### src/rtl/dm_port_arbiter_if.sv
// Bundle of the CPU MEM-stage port, the external word master port and the data-memory port.
// The arbiter connects through the slave modport; the requesters and the DM use the master side.
interface dm_port_arbiter_if #(
  parameter int AW = 12
);
  logic          cpu_req;
  logic          cpu_we;
  logic [AW+1:0] cpu_addr;
  logic [1:0]    cpu_size;
  logic          cpu_sext;
  logic [31:0]   cpu_wdata;
  logic [31:0]   cpu_rdata;
  logic          cpu_stall;
  logic          cpu_misalign;

  logic          ext_req;
  logic          ext_we;
  logic [AW+1:0] ext_addr;
  logic [31:0]   ext_wdata;
  logic          ext_ack;
  logic [31:0]   ext_rdata;

  logic [AW-1:0] dm_a;
  logic          dm_we;
  logic [3:0]    dm_be;
  logic [31:0]   dm_d;
  logic [31:0]   dm_dout;

  modport slave (
    input  cpu_req, cpu_we, cpu_addr, cpu_size, cpu_sext, cpu_wdata,
    output cpu_rdata, cpu_stall, cpu_misalign,
    input  ext_req, ext_we, ext_addr, ext_wdata,
    output ext_ack, ext_rdata,
    output dm_a, dm_we, dm_be, dm_d,
    input  dm_dout
  );

  modport master (
    output cpu_req, cpu_we, cpu_addr, cpu_size, cpu_sext, cpu_wdata,
    input  cpu_rdata, cpu_stall, cpu_misalign,
    output ext_req, ext_we, ext_addr, ext_wdata,
    input  ext_ack, ext_rdata,
    input  dm_a, dm_we, dm_be, dm_d,
    output dm_dout
  );
endinterface

### src/rtl/dm_port_arbiter.sv
// Shares the data-memory port between the CPU MEM stage and an external word master.
// Define DM_MISALIGN_TRAP_EN to flag misaligned CPU accesses instead of silently aligning them.
module dm_port_arbiter #(
  parameter int AW           = 12,
  parameter int STARVE_LIMIT = 4
) (
  input  logic                 clk,
  input  logic                 rst_n,
  dm_port_arbiter_if.slave     bus
);

  localparam int CW = $clog2(STARVE_LIMIT + 1);

  typedef enum logic {
    C_OWN  = 1'b0,
    E_XFER = 1'b1
  } state_t;

  state_t          r_state;
  state_t          w_nextState;
  logic [CW-1:0]   r_waitCnt;
  logic            r_extAck;
  logic [31:0]     r_extRdata;

  logic            w_extPending;
  logic            w_starved;
  logic            w_enterE;
  logic            w_isWord;
  logic            w_isHalf;
  logic [1:0]      w_lo;
  logic            w_misalign;
  logic [3:0]      w_be;
  logic [7:0]      w_loadByte;
  logic [15:0]     w_loadHalf;
  logic [31:0]     w_loadData;
  logic [AW-1:0]   w_cpuWordA;
  logic [AW-1:0]   w_extWordA;

  assign w_isWord = bus.cpu_size[1];
  assign w_isHalf = (bus.cpu_size == 2'b01);

`ifdef DM_MISALIGN_TRAP_EN
  assign w_lo       = bus.cpu_addr[1:0];
  assign w_misalign = (w_isHalf & bus.cpu_addr[0]) | (w_isWord & (bus.cpu_addr[1:0] != 2'b00));
  assign bus.cpu_misalign = bus.cpu_req & w_misalign;
`else
  // Low address bits are forced to the natural alignment of the access size.
  assign w_lo       = w_isWord ? 2'b00 : (w_isHalf ? {bus.cpu_addr[1], 1'b0} : bus.cpu_addr[1:0]);
  assign w_misalign = 1'b0;
  assign bus.cpu_misalign = 1'b0;
`endif

  // Addresses beyond the DM size wrap modulo 2^AW words through truncation.
  assign w_cpuWordA = AW'(bus.cpu_addr >> 2);
  assign w_extWordA = AW'(bus.ext_addr >> 2);

  always_comb begin
    w_be = 4'b0001 << w_lo;
    if (w_isWord) begin
      w_be = 4'b1111;
    end else if (w_isHalf) begin
      w_be = w_lo[1] ? 4'b1100 : 4'b0011;
    end
  end

  assign w_loadByte = 8'(bus.dm_dout >> {w_lo, 3'b000});
  assign w_loadHalf = 16'(bus.dm_dout >> {w_lo[1], 4'b0000});

  always_comb begin
    w_loadData = bus.dm_dout;
    if (w_misalign) begin
      w_loadData = 32'h0;
    end else if (w_isWord) begin
      w_loadData = bus.dm_dout;
    end else if (w_isHalf) begin
      w_loadData = {{16{bus.cpu_sext & w_loadHalf[15]}}, w_loadHalf};
    end else begin
      w_loadData = {{24{bus.cpu_sext & w_loadByte[7]}}, w_loadByte};
    end
  end

  assign bus.cpu_rdata = w_loadData;

  // A request still held during its own ack cycle must not be accepted a second time.
  assign w_extPending = bus.ext_req & ~r_extAck;
  assign w_starved    = (r_waitCnt == CW'(STARVE_LIMIT));

  always_comb begin
    w_nextState = r_state;
    w_enterE    = 1'b0;
    case (r_state)
      C_OWN: begin
        if (w_extPending & (~bus.cpu_req | w_starved)) begin
          w_nextState = E_XFER;
          w_enterE    = 1'b1;
        end
      end
      E_XFER: begin
        w_nextState = C_OWN;
      end
      default: begin
        w_nextState = C_OWN;
      end
    endcase
  end

  always_ff @(posedge clk or negedge rst_n) begin
    if (!rst_n) begin
      r_state    <= C_OWN;
      r_waitCnt  <= '0;
      r_extAck   <= 1'b0;
      r_extRdata <= 32'h0;
    end else begin
      r_state  <= w_nextState;
      r_extAck <= (r_state == E_XFER);
      if (r_state == E_XFER) begin
        r_extRdata <= bus.dm_dout;
      end
      if (w_enterE) begin
        r_waitCnt <= '0;
      end else if ((r_state == C_OWN) && w_extPending && bus.cpu_req && !w_starved) begin
        r_waitCnt <= r_waitCnt + 1'b1;
      end
    end
  end

  assign bus.ext_ack   = r_extAck;
  assign bus.ext_rdata = r_extRdata;
  assign bus.cpu_stall = (r_state == E_XFER) & bus.cpu_req;

  always_comb begin
    bus.dm_a  = w_cpuWordA;
    bus.dm_we = bus.cpu_req & bus.cpu_we & ~w_misalign;
    bus.dm_be = w_be;
    bus.dm_d  = bus.cpu_wdata;
    if (r_state == E_XFER) begin
      bus.dm_a  = w_extWordA;
      bus.dm_we = bus.ext_we;
      bus.dm_be = 4'hf;
      bus.dm_d  = bus.ext_wdata;
    end
  end

endmodule

### src/flat_wrapper.sv
// flat-port wrapper written by rule: the top's interface ports become plain ports
module dm_port_arbiter_flat 
#(
  parameter int AW           = 12,
  parameter int STARVE_LIMIT = 4
)
  (clk, rst_n, bus_cpu_req, bus_cpu_we, bus_cpu_addr, bus_cpu_size, bus_cpu_sext, bus_cpu_wdata, bus_cpu_rdata, bus_cpu_stall, bus_cpu_misalign, bus_ext_req, bus_ext_we, bus_ext_addr, bus_ext_wdata, bus_ext_ack, bus_ext_rdata, bus_dm_a, bus_dm_we, bus_dm_be, bus_dm_d, bus_dm_dout);
  dm_port_arbiter_if #(.AW(AW)) bus_i ();
  input  logic clk;
  input  logic rst_n;
  input wire logic [$bits(bus_i.cpu_req)-1:0] bus_cpu_req;
  input wire logic [$bits(bus_i.cpu_we)-1:0] bus_cpu_we;
  input wire logic [$bits(bus_i.cpu_addr)-1:0] bus_cpu_addr;
  input wire logic [$bits(bus_i.cpu_size)-1:0] bus_cpu_size;
  input wire logic [$bits(bus_i.cpu_sext)-1:0] bus_cpu_sext;
  input wire logic [$bits(bus_i.cpu_wdata)-1:0] bus_cpu_wdata;
  output wire logic [$bits(bus_i.cpu_rdata)-1:0] bus_cpu_rdata;
  output wire logic [$bits(bus_i.cpu_stall)-1:0] bus_cpu_stall;
  output wire logic [$bits(bus_i.cpu_misalign)-1:0] bus_cpu_misalign;
  input wire logic [$bits(bus_i.ext_req)-1:0] bus_ext_req;
  input wire logic [$bits(bus_i.ext_we)-1:0] bus_ext_we;
  input wire logic [$bits(bus_i.ext_addr)-1:0] bus_ext_addr;
  input wire logic [$bits(bus_i.ext_wdata)-1:0] bus_ext_wdata;
  output wire logic [$bits(bus_i.ext_ack)-1:0] bus_ext_ack;
  output wire logic [$bits(bus_i.ext_rdata)-1:0] bus_ext_rdata;
  output wire logic [$bits(bus_i.dm_a)-1:0] bus_dm_a;
  output wire logic [$bits(bus_i.dm_we)-1:0] bus_dm_we;
  output wire logic [$bits(bus_i.dm_be)-1:0] bus_dm_be;
  output wire logic [$bits(bus_i.dm_d)-1:0] bus_dm_d;
  input wire logic [$bits(bus_i.dm_dout)-1:0] bus_dm_dout;
  assign bus_i.cpu_req = bus_cpu_req;
  assign bus_i.cpu_we = bus_cpu_we;
  assign bus_i.cpu_addr = bus_cpu_addr;
  assign bus_i.cpu_size = bus_cpu_size;
  assign bus_i.cpu_sext = bus_cpu_sext;
  assign bus_i.cpu_wdata = bus_cpu_wdata;
  assign bus_cpu_rdata = bus_i.cpu_rdata;
  assign bus_cpu_stall = bus_i.cpu_stall;
  assign bus_cpu_misalign = bus_i.cpu_misalign;
  assign bus_i.ext_req = bus_ext_req;
  assign bus_i.ext_we = bus_ext_we;
  assign bus_i.ext_addr = bus_ext_addr;
  assign bus_i.ext_wdata = bus_ext_wdata;
  assign bus_ext_ack = bus_i.ext_ack;
  assign bus_ext_rdata = bus_i.ext_rdata;
  assign bus_dm_a = bus_i.dm_a;
  assign bus_dm_we = bus_i.dm_we;
  assign bus_dm_be = bus_i.dm_be;
  assign bus_dm_d = bus_i.dm_d;
  assign bus_i.dm_dout = bus_dm_dout;
  dm_port_arbiter #(.AW(AW), .STARVE_LIMIT(STARVE_LIMIT)) u_core (.clk(clk), .rst_n(rst_n), .bus(bus_i));
endmodule
### config.mk
export PLATFORM = sky130hd
export DESIGN_NAME = dm_port_arbiter_flat
export DESIGN_NICKNAME = d
export VERILOG_FILES = /design/src/rtl/dm_port_arbiter_if.sv /design/src/rtl/dm_port_arbiter.sv /design/src/flat_wrapper.sv
export SDC_FILE = /design/constraint.sdc
export NUM_CORES = 1
export LEC_CHECK = 0
export ABC_AREA = 1
export BUFFER_PORTS_ARGS = -buffer_cell sky130_fd_sc_hd__buf_4
export CAP_MARGIN = 10
export CORE_AREA = 2 2 95 97
export CTS_BUF_LIST = sky130_fd_sc_hd__clkbuf_8 sky130_fd_sc_hd__clkbuf_16
export CTS_CLUSTER_DIAMETER = 150
export DETAILED_ROUTE_END_ITERATION = 7
export DIE_AREA = 0 0 97 99
export GPL_ROUTABILITY_DRIVEN = 0
export GPL_TIMING_DRIVEN = 0
export PLACE_DENSITY_LB_ADDON = 0.1
export SLEW_MARGIN = 15
export SYNTH_ARGS = -nofsm -noshare
export SYNTH_HDL_FRONTEND = slang
export SYNTH_SLANG_ARGS = --single-unit
### constraint.sdc
create_clock -name clk -period 3.7 [get_ports clk]
set_clock_uncertainty 0.15 [all_clocks]
set_input_delay 0.74 -clock clk [delete_from_list [all_inputs] [get_ports clk]]
set_output_delay 0.74 -clock clk [all_outputs]
set_load 0.02 [all_outputs]
==> results.sh, run 1 <==
export IMPL_status="completed"
export IMPL_cpPeakStageDelay_ns=0.46
export IMPL_worstSetupPathDepth=8
export IMPL_drive_above_1_share=0.383
export IMPL_fin_tns_setup_ns=0
export IMPL_antenna_cells=0
export IMPL_dr_pass1_iters=5
export IMPL_core_region_area_mm2=0.00855
export IMPL_yosys_area_top_type="nand2_1"
export IMPL_cts_tree="done"
export IMPL_cts_path_max_buffers=2
export IMPL_startpoint="bus_cpu_size[1]"
export IMPL_crit_type="in -> out"
export IMPL_yosys_most_used_dff="dfrtp_1"
export IMPL_synth_most_common_cell="nand2_1"
export IMPL_rows=34
export IMPL_regArea_um2=926
export IMPL_timing_fmax_ghz=0.314
export IMPL_start_util=0.312
export IMPL_r2r_slack_ns=2.04
export IMPL_endpoint_kind="output port"
export IMPL_synthTopCellsByCount="nand2_1, dfrtp_1, nor2_1, clkbuf_1, nand2_2"
export IMPL_async_flop_share=1.00
export IMPL_synth_edf_count=0
export IMPL_drc=0
export IMPL_tightest_slew_ns=0.557
export IMPL_n_fill_cell=889
export IMPL_antenna_found_initial=0
export IMPL_wirelength_mm=12.1
export IMPL_worst_path_buf_inv=4
export IMPL_die_w_um=97
export IMPL_synth_top_area_share=0.446
export IMPL_io_buffers=245
export IMPL_cp_start_kind="input pin"
export IMPL_netlist_area_mm2=0.00267
export IMPL_grt_setup_unrepaired="false"
export IMPL_synthTopCellsByArea="nand2_1, dfrtp_1, nor2_1"
export IMPL_ys_seq_elements=37
export IMPL_path_max_fanout=10
export IMPL_irDropWorstVdd_uv=305
export IMPL_critical_path_slowest_cell="nor2_1"
export IMPL_crit_chain="buf_4, buf_6, nor2_1, inv_1, nor2_1, nand2_1, nand4_1, buf_4"
export IMPL_period_share=0.860
export IMPL_max_cap_viol_count=0
export IMPL_cts_setup_buffers=0
export IMPL_cp_endpoint="bus_cpu_rdata[0]"
export IMPL_clockRootBuffer="clkbuf_8"
export IMPL_wl_per_cell_um=14.6
export IMPL_grt_max_degree=38
export IMPL_detail_route_antenna_nets=0
export IMPL_seq_area_frac_synth=0.347
export IMPL_postCtsHoldBufs=0
export IMPL_maxSlewHeadroom=0.627
export IMPL_r2r_end="u_core.bus.ext_rdata[25]"
export IMPL_cts_buffers=5
export IMPL_clk_pin_slew_ns=0.07
export IMPL_viasPerCell=4.58
export IMPL_postSynthCellCount=463
export IMPL_fp_dieArea_mm2=0.00960
export IMPL_clock_sinks=37
export IMPL_grt_pass1_wl_mm=18.4
export IMPL_place_hpwl_mm=9.73
export IMPL_grt_overflow_total=0
export IMPL_crit_family="simple AND/OR/NAND/NOR gates"
export IMPL_hold_path_class="reg -> reg"
export IMPL_drt_iter0_drc=120
export IMPL_synthDistinctLibCells=22
export IMPL_cts_resized=0
export IMPL_synth_warnings=0
export IMPL_htreeDepth=2
export IMPL_arrival_ns=2.29
export IMPL_multi_input_area_mm2=0.00159
export IMPL_clk_latency_ns=0.29
export IMPL_min_period_ns=3.18
export IMPL_final_cells=824
export IMPL_io_pins=249
export IMPL_maxSlewViolCount=0
export IMPL_grt_pass1_vias=3510
export IMPL_area_growth_syn_to_layout_pct=77.1
export IMPL_syn_area_per_cell_um2=5.76
export IMPL_worst_ep_required_time_ns=2.81
export IMPL_reg2reg_depth=5
export IMPL_hold_violations=0
export IMPL_dp_cells=816
export IMPL_via_count=3771
export IMPL_p_leak_uw=0.00287
export IMPL_syn_nets=598
export IMPL_die_h_um=99
export IMPL_powerDensity_mw_per_mm2=486
export IMPL_worstReg2RegStart="u_core.r_state"
export IMPL_grtUsageTotal=0.237
export IMPL_nets=850
export IMPL_setup_violations=0
-- area by class of cell --
class	instances	share of cell area
Inverter	11	0.00901
Timing Repair Buffer	245	0.389
Sequential cell	37	0.196
Buffer	23	0.0228
Clock buffer	5	0.0146
Tap cell	108	0.0286
Clock inverter	3	0.00291
Multi-Input combinational cell	392	0.337
-- worst min-delay path by stage --
| stage | startpoint | end | slack (ns) | depth (start not counted) |
|---|---|---|---|---|
| floorplan | u_core.r_state | u_core.bus.ext_ack | 0.20 | 0 |
| global placement | u_core.r_state | u_core.bus.ext_ack | 0.21 | 0 |
| detailed placement | u_core.r_state | u_core.bus.ext_ack | 0.21 | 0 |
| CTS | u_core.r_state | u_core.bus.ext_ack | 0.24 | 0 |
| global route | u_core.r_state | u_core.bus.ext_ack | 0.24 | 0 |
| finish | u_core.r_state | u_core.bus.ext_ack | 0.24 | 0 |
-- metal layers --
metal / vias to the layer above / part of all wire / GRT usage
met5: - / 0 / 0
met4: 0 / 0.0078 / 0.0455
met3: 10 / 0.084 / 0.0660
met2: 153 / 0.49 / 0.397
met1: 1706 / 0.42 / 0.310
li1: 1902 / - / -
-- report_power, final --
group | switching (uW) | internal [uW]
combinational | 798 | 564
sequential | 94.8 | 566
clock | 147 | 128
total | 1040 | 1260
-- metrics by stage --
step / utilization / cell area [um^2] / power [uW] / setup WS [ns] / hold WS, ns
finish: 0.552 / 4720 / 2300 / 0.517 / 0.238
global route: 0.552 / 4720 / 2460 / 0.423 / 0.242
CTS: 0.552 / 4720 / 2320 / 0.568 / 0.236
detailed placement: 0.543 / 4640 / 2040 / 0.569 / 0.209
global placement: 0.543 / 4640 / 2010 / 0.577 / 0.206
floorplan: - / 2670 / 1360 / 0.871 / 0.202
-- cells by family after synthesis --
family,synth area share
compound gates,0.0263
buf+inv,0.0563
simple gates,0.556
xor+xnor,0.00329
other cells,0.00141
flops,0.347
fa+ha+maj,0.00938
-- sequential cells by signal, summed over array words and instances, names as in the netlist --
register	count
u_core.r_waitCnt	3
u_core.r_state	1
u_core.bus.ext_rdata	32
u_core.bus.ext_ack	1
-- cell usage in the layout (no fill, tap or decap) --
| master | n |
|---|---|
| o21ai_0 | 3 |
| nor2_1 | 28 |
| conb_1 | 1 |
| ha_1 | 2 |
| nand2_4 | 2 |
| a21oi_1 | 8 |
| clkbuf_8 | 5 |
| inv_1 | 10 |
| clkinv_2 | 3 |
| nor2_2 | 2 |
| o31ai_1 | 1 |
| buf_4 | 246 |
| nand4_1 | 7 |
| a21boi_0 | 1 |
| clkbuf_1 | 18 |
| nand3_1 | 8 |
| dfrtp_1 | 37 |
| nand2_1 | 317 |
| nand2_2 | 11 |
| xnor2_1 | 1 |
| buf_2 | 2 |
| inv_2 | 1 |
| buf_6 | 2 |
-- worst register-to-register path, stage by stage, from the launching register on --
cell and delay, ns:
dfrtp_1 0.38, clkbuf_1 0.22, inv_2 0.25, clkbuf_1 0.41, nand2_1 0.11, nand2_1 0.07
Note: power is estimated with default switching activity, not from simulation.
==> inputs of run 2 (changes only) <==
--- a/config.mk
+++ b/config.mk
@@ -15,7 +15,9 @@
 export DIE_AREA = 0 0 97 99
 export GPL_ROUTABILITY_DRIVEN = 0
 export GPL_TIMING_DRIVEN = 0
+export HOLD_SLACK_MARGIN = 0.12
 export PLACE_DENSITY_LB_ADDON = 0.1
+export RECOVER_POWER = 50
 export SLEW_MARGIN = 15
 export SYNTH_ARGS = -nofsm -noshare
 export SYNTH_HDL_FRONTEND = slang
==> run 2 against run 1 <==
The run now ends with capacitance limit, slew limit left; first-iteration DRC count increased by 20%; non-clock buffer count unchanged; critical path depth stayed put; global-route usage unchanged; clock power about the same; largest cell class unchanged; highest routed layer unchanged.
==> results.sh, run 2 (synthesis gave the netlist of run 1 again) <==
export IMPL_grt_max_degree=38
export IMPL_place_hpwl_mm=9.73
export IMPL_maxSlewViolCount=38
export IMPL_antenna_found_initial=0
export IMPL_min_period_ns=3.19
export IMPL_cts_setup_buffers=0
export IMPL_crit_chain="buf_4, buf_6, nor2_1, inv_1, nor2_1, nand2_1, nand4_1, buf_4"
export IMPL_clock_sinks=37
export IMPL_io_pins=249
export IMPL_period_share=0.861
export IMPL_r2r_slack_ns=1.94
export IMPL_viasPerCell=4.58
export IMPL_layout_commonest_cell="nand2_1"
export IMPL_cts_resized=0
export IMPL_powerDensity_mw_per_mm2=472
export IMPL_wl_per_cell_um=14.6
export IMPL_nets=850
export IMPL_setup_violations=0
export IMPL_grt_setup_unrepaired="false"
export IMPL_maxSlewHeadroom=-0.340
export IMPL_detail_route_antenna_nets=0
export IMPL_largest_reg_flops=32
export IMPL_grtUsageTotal=0.237
export IMPL_crit_type="in -> out"
export IMPL_die_w_um=97
export IMPL_cts_buffers=5
export IMPL_clockRootBuffer="clkbuf_8"
export IMPL_hold_depth=0
export IMPL_die_h_um=99
export IMPL_hold_path_class="reg -> reg"
export IMPL_irDropWorstVdd_uv=278
export IMPL_io_buffers=245
export IMPL_drt_iter0_drc=144
export IMPL_regArea_um2=926
export IMPL_tightest_slew_ns=2.01
export IMPL_grt_pass1_wl_mm=18.4
export IMPL_core_region_area_mm2=0.00855
export IMPL_grt_pass1_vias=3510
export IMPL_n_fill_cell=922
export IMPL_holdWs_ns=0.238
export IMPL_drive_above_1_share=0.334
export IMPL_endpoint_kind="output port"
export IMPL_grt_overflow_total=0
export IMPL_htreeDepth=2
export IMPL_arrival_ns=2.30
export IMPL_cp_start_kind="input pin"
export IMPL_wirelength_mm=12.0
export IMPL_reg2reg_depth=5
export IMPL_worstReg2RegStart="u_core.r_state"
export IMPL_area_growth_syn_to_layout_pct=72.4
export IMPL_antenna_cells=0
export IMPL_dr_pass1_iters=5
export IMPL_max_cap_viol_count=1
export IMPL_start_util=0.312
export IMPL_timing_fmax_ghz=0.314
export IMPL_cts_path_max_buffers=2
export IMPL_whs_endpoint="u_core.bus.ext_ack"
export IMPL_r2r_end="u_core.bus.ext_rdata[20]"
export IMPL_rows=34
export IMPL_cts_tree="done"
export IMPL_status="complete, but fails checks"
export IMPL_multi_input_area_mm2=0.00159
export IMPL_most_common_layout_cells="nand2_1, buf_4, clkbuf_1"
export IMPL_p_leak_uw=0.00274
export IMPL_clk_pin_slew_ns=0.07
export IMPL_cpPeakStageDelay_ns=0.46
export IMPL_worst_ep_required_time_ns=2.81
export IMPL_min_from="u_core.r_state"
export IMPL_postCtsHoldBufs=0
export IMPL_drc=0
export IMPL_failed_checks="capacitance limit, slew limit"
export IMPL_clk_latency_ns=0.29
export IMPL_via_count=3776
export IMPL_critical_path_slowest_cell="nor2_1"
export IMPL_fp_dieArea_mm2=0.00960
export IMPL_path_max_fanout=10
export IMPL_fin_tns_setup_ns=0
export IMPL_hold_violations=0
==> run 2: cell types whose count changed in the layout (fill, tap and decap cells not counted), sizes merged <==
cell,delta
clkbuf,+34
buf,-34
==> run 2: cell type report <==
| cell class | count | area share |
|---|---|---|
| timing repair buffer | 245 | 0.372 |
| multi-input combinational | 392 | 0.346 |
| sequential | 37 | 0.201 |
| tap | 108 | 0.0294 |
| buffer | 23 | 0.0234 |
| clock buffer | 5 | 0.0150 |
| inverter | 11 | 0.00926 |
| clock inverter | 3 | 0.00299 |
==> run 2: critical path, delay by kind of cell <==
family                 cells  cell delay [ns]
buffers and inverters      4             0.50
AND/OR/NAND/NOR            4             1.05
==> run 2: how the worst max path moves through the flow <==
stage,cells after the start,from,endpoint
finish,8,bus_cpu_size[1],bus_cpu_rdata[0]
global route,8,bus_cpu_size[1],bus_cpu_rdata[1]
CTS,8,bus_cpu_size[1],bus_cpu_rdata[0]
detailed placement,8,bus_cpu_size[1],bus_cpu_rdata[0]
global placement,8,bus_cpu_size[1],bus_cpu_rdata[0]
floorplan,6,bus_cpu_size[1],bus_cpu_rdata[10]
==> run 2: per-stage QoR <==
stage / instance area [um^2] / total power (uW) / instances / util / setup slack, ns
after CTS: 4720 / 2320 / 824 / 0.552 / 0.568
after floorplan: 2670 / 1360 / 463 / - / 0.871
after detailed placement: 4640 / 2040 / 816 / 0.543 / 0.569
final: 4600 / 2170 / 824 / 0.537 / 0.514
after global routing: 4600 / 2340 / 824 / 0.537 / 0.423
after global placement: 4640 / 2010 / 816 / 0.543 / 0.577
==> run 2: power by group <==
group          total, uW  internal, uW  switching [uW]
clock                273           128             145
combinational       1240           442             798
sequential           656           566            90.3
total               2170          1140            1030
==> run 2: per-layer routing <==
| layer | track usage | vias to the layer above | wire length (um) |
|---|---|---|---|
| li1 | - | 1902 | - |
| met1 | 0.310 | 1714 | 5040 |
| met2 | 0.397 | 150 | 5890 |
| met3 | 0.0660 | 10 | 995 |
| met4 | 0.0455 | 0 | 105 |
| met5 | 0 | - | 0 |
==> inputs of run 3 (changes only) <==
--- a/config.mk
+++ b/config.mk
@@ -8,11 +8,11 @@
 export ABC_AREA = 1
 export BUFFER_PORTS_ARGS = -buffer_cell sky130_fd_sc_hd__buf_4
 export CAP_MARGIN = 10
-export CORE_AREA = 2 2 95 97
+export CORE_AREA = 2 2 98 100
 export CTS_BUF_LIST = sky130_fd_sc_hd__clkbuf_8 sky130_fd_sc_hd__clkbuf_16
 export CTS_CLUSTER_DIAMETER = 150
 export DETAILED_ROUTE_END_ITERATION = 7
-export DIE_AREA = 0 0 97 99
+export DIE_AREA = 0 0 100 102
 export GPL_ROUTABILITY_DRIVEN = 0
 export GPL_TIMING_DRIVEN = 0
 export HOLD_SLACK_MARGIN = 0.12
==> constraint.sdc (replaced) <==
create_clock -name clk -period 3 [get_ports clk]
set_clock_uncertainty 0.15 [all_clocks]
set_input_delay 0.6 -clock clk [delete_from_list [all_inputs] [get_ports clk]]
set_output_delay 0.6 -clock clk [all_outputs]
set_load 0.02 [all_outputs]
==> run 3 against run 2 <==
The run still ends with capacitance limit, slew limit left; sequential power increased by 23%; power increased by 29%; critical path depth unchanged; worst setup slack got worse by 0.35 ns; clock power increased by 67%; core utilization decreased by 2.8 points; via count increased by 1.7%; cell area increased by 0.95%; non-clock buffer count unchanged; critical endpoint is now bus_cpu_rdata[3].
==> results.sh, run 3 (synthesis gave the netlist of run 1 again) <==
export IMPL_status="complete, but fails checks"
export IMPL_failed_checks="capacitance limit, slew limit"
export IMPL_cts_path_max_buffers=2
export IMPL_period_share=0.946
export IMPL_io_buffers=245
export IMPL_setup_violations=0
export IMPL_r2r_slack_ns=1.32
export IMPL_met2_length_mm=6.24
export IMPL_cts_resized=1
export IMPL_crit_type="in -> out"
export IMPL_arrival_ns=2.09
export IMPL_antenna_found_initial=0
export IMPL_worstReg2RegStart="u_core.r_state"
export IMPL_postCtsHoldBufs=0
export IMPL_hold_violations=0
export IMPL_core_region_area_mm2=0.00911
export IMPL_startpoint="bus_cpu_size[1]"
export IMPL_nets=850
export IMPL_crit_chain="buf_4, buf_6, nor2_1, inv_1, nor2_2, nand2_1, nand4_1, buf_4"
export IMPL_wl_met3_um=819
export IMPL_area_growth_syn_to_layout_pct=74.0
export IMPL_die_w_um=100
export IMPL_clockRootBuffer="clkbuf_8"
export IMPL_cts_buffers=5
export IMPL_fin_area_mm2=0.00464
export IMPL_n_fill_cell=958
export IMPL_fin_ws_ns=0.163
export IMPL_crit_family="simple AND/OR/NAND/NOR gates"
export IMPL_antenna_cells=0
export IMPL_hold_path_class="reg -> reg"
export IMPL_most_common_layout_cells="nand2_1, buf_4, clkbuf_1"
export IMPL_grt_overflow_total=0
export IMPL_critical_path_slowest_cell="nor2_2"
export IMPL_hold_depth=0
export IMPL_whs_endpoint="u_core.bus.ext_ack"
export IMPL_clk_latency_ns=0.29
export IMPL_maxSlewViolCount=38
export IMPL_max_cap_viol_count=1
export IMPL_largest_reg_flops=32
export IMPL_detail_route_antenna_nets=0
export IMPL_worst_path_buf_inv=4
export IMPL_dr_pass1_iters=4
export IMPL_r2r_end="u_core.bus.ext_rdata[21]"
export IMPL_cts_setup_buffers=0
export IMPL_viasPerCell=4.64
export IMPL_wirelength_mm=12.1
export IMPL_powerDensity_mw_per_mm2=604
export IMPL_drt_iter0_drc=153
export IMPL_place_ws_ns=-0.0335
export IMPL_maxSlewHeadroom=-0.343
export IMPL_grtUsageTotal=0.225
export IMPL_p_leak_uw=0.00274
export IMPL_fin_total_pwr_uw=2800
export IMPL_place_hpwl_mm=9.87
export IMPL_clock_sinks=37
export IMPL_final_cells=827
export IMPL_layout_commonest_cell="nand2_1"
export IMPL_cp_start_kind="input pin"
export IMPL_rows=35
export IMPL_endpoint_kind="output port"
export IMPL_clk_pin_slew_ns=0.07
export IMPL_crit_path_frequent_cell="buf_4"
export IMPL_placed_cell_area_mm2=0.00464
export IMPL_tightest_slew_ns=2.01
export IMPL_min_from="u_core.r_state"
export IMPL_worst_ep_required_time_ns=2.25
export IMPL_path_max_fanout=10
export IMPL_dp_cells=819
export IMPL_drive_above_1_share=0.338
export IMPL_cpPeakStageDelay_ns=0.37
export IMPL_io_pins=249
export IMPL_cts_tree="done"
export IMPL_reg2reg_depth=5
export IMPL_wl_met1_mm=4.81
export IMPL_start_util=0.293
export IMPL_timing_fmax_ghz=0.352
export IMPL_topRoutingLayerUsed="met4"
export IMPL_min_period_ns=2.84
export IMPL_grt_setup_unrepaired="false"
export IMPL_grt_max_degree=38
export IMPL_htreeDepth=2
export IMPL_irDropWorstVdd_uv=236
export IMPL_via_count=3840
export IMPL_drc=0
export IMPL_wl_per_cell_um=14.6
export IMPL_die_h_um=102
export IMPL_grt_pass1_vias=3711
export IMPL_fp_dieArea_mm2=0.0102
export IMPL_grt_pass1_wl_mm=18.1
==> run 3: cell type report <==
type / count / area, um^2 / share of cell area
Timing Repair Buffer: 245 / 1710 / 0.369
Sequential cell: 37 / 926 / 0.200
Inverter: 11 / 42.5 / 0.00917
Multi-Input combinational cell: 392 / 1590 / 0.343
Clock inverter: 2 / 37.5 / 0.00809
Clock buffer: 6 / 82.6 / 0.0178
Tap cell: 111 / 139 / 0.0299
Buffer: 23 / 108 / 0.0232
==> run 3: worst max-delay path by stage <==
stage                              endpoint  slack (ns)  cells past startpoint
final                      bus_cpu_rdata[3]        0.16                      8
after global routing      bus_cpu_rdata[23]        0.03                     13
after CTS                      bus_dm_d[24]        0.18                      6
after detailed placement   bus_cpu_rdata[3]       -0.03                      8
after global placement     bus_cpu_rdata[0]        0.04                      8
after floorplan           bus_cpu_rdata[10]        0.45                      6
==> run 3: power breakdown <==
part / switching (uW) / internal, uW / leakage, uW
Combinational: 991 / 544 / 0.00223
Sequential: 113 / 697 / 0.000462
Clock: 187 / 270 / 0.0000574
Total: 1290 / 1510 / 0.00274
==> run 3: per-stage QoR <==
| step | hold slack, ns | util | TNS (ns) |
|---|---|---|---|
| after floorplan | 0.154 | - | 0 |
| after global placement | 0.209 | 0.510 | 0 |
| after detailed placement | 0.207 | 0.510 | -0.0605 |
| after CTS | 0.130 | 0.523 | 0 |
| after global routing | 0.251 | 0.509 | 0 |
| final | 0.230 | 0.509 | 0 |
==> run 3: worst reg2reg max path, delay by kind of cell (launching register included) <==
| kind | cells | cell delay, ns |
|---|---|---|
| buf+inv | 3 | 0.91 |
| flops | 1 | 0.38 |
| simple gates | 2 | 0.18 |
==> run 3: metal layers <==
layer  track usage  up-vias
li1              -     1901
met1         0.279     1755
met2         0.405      172
met3        0.0417       12
met4        0.0569        0
met5             0        -
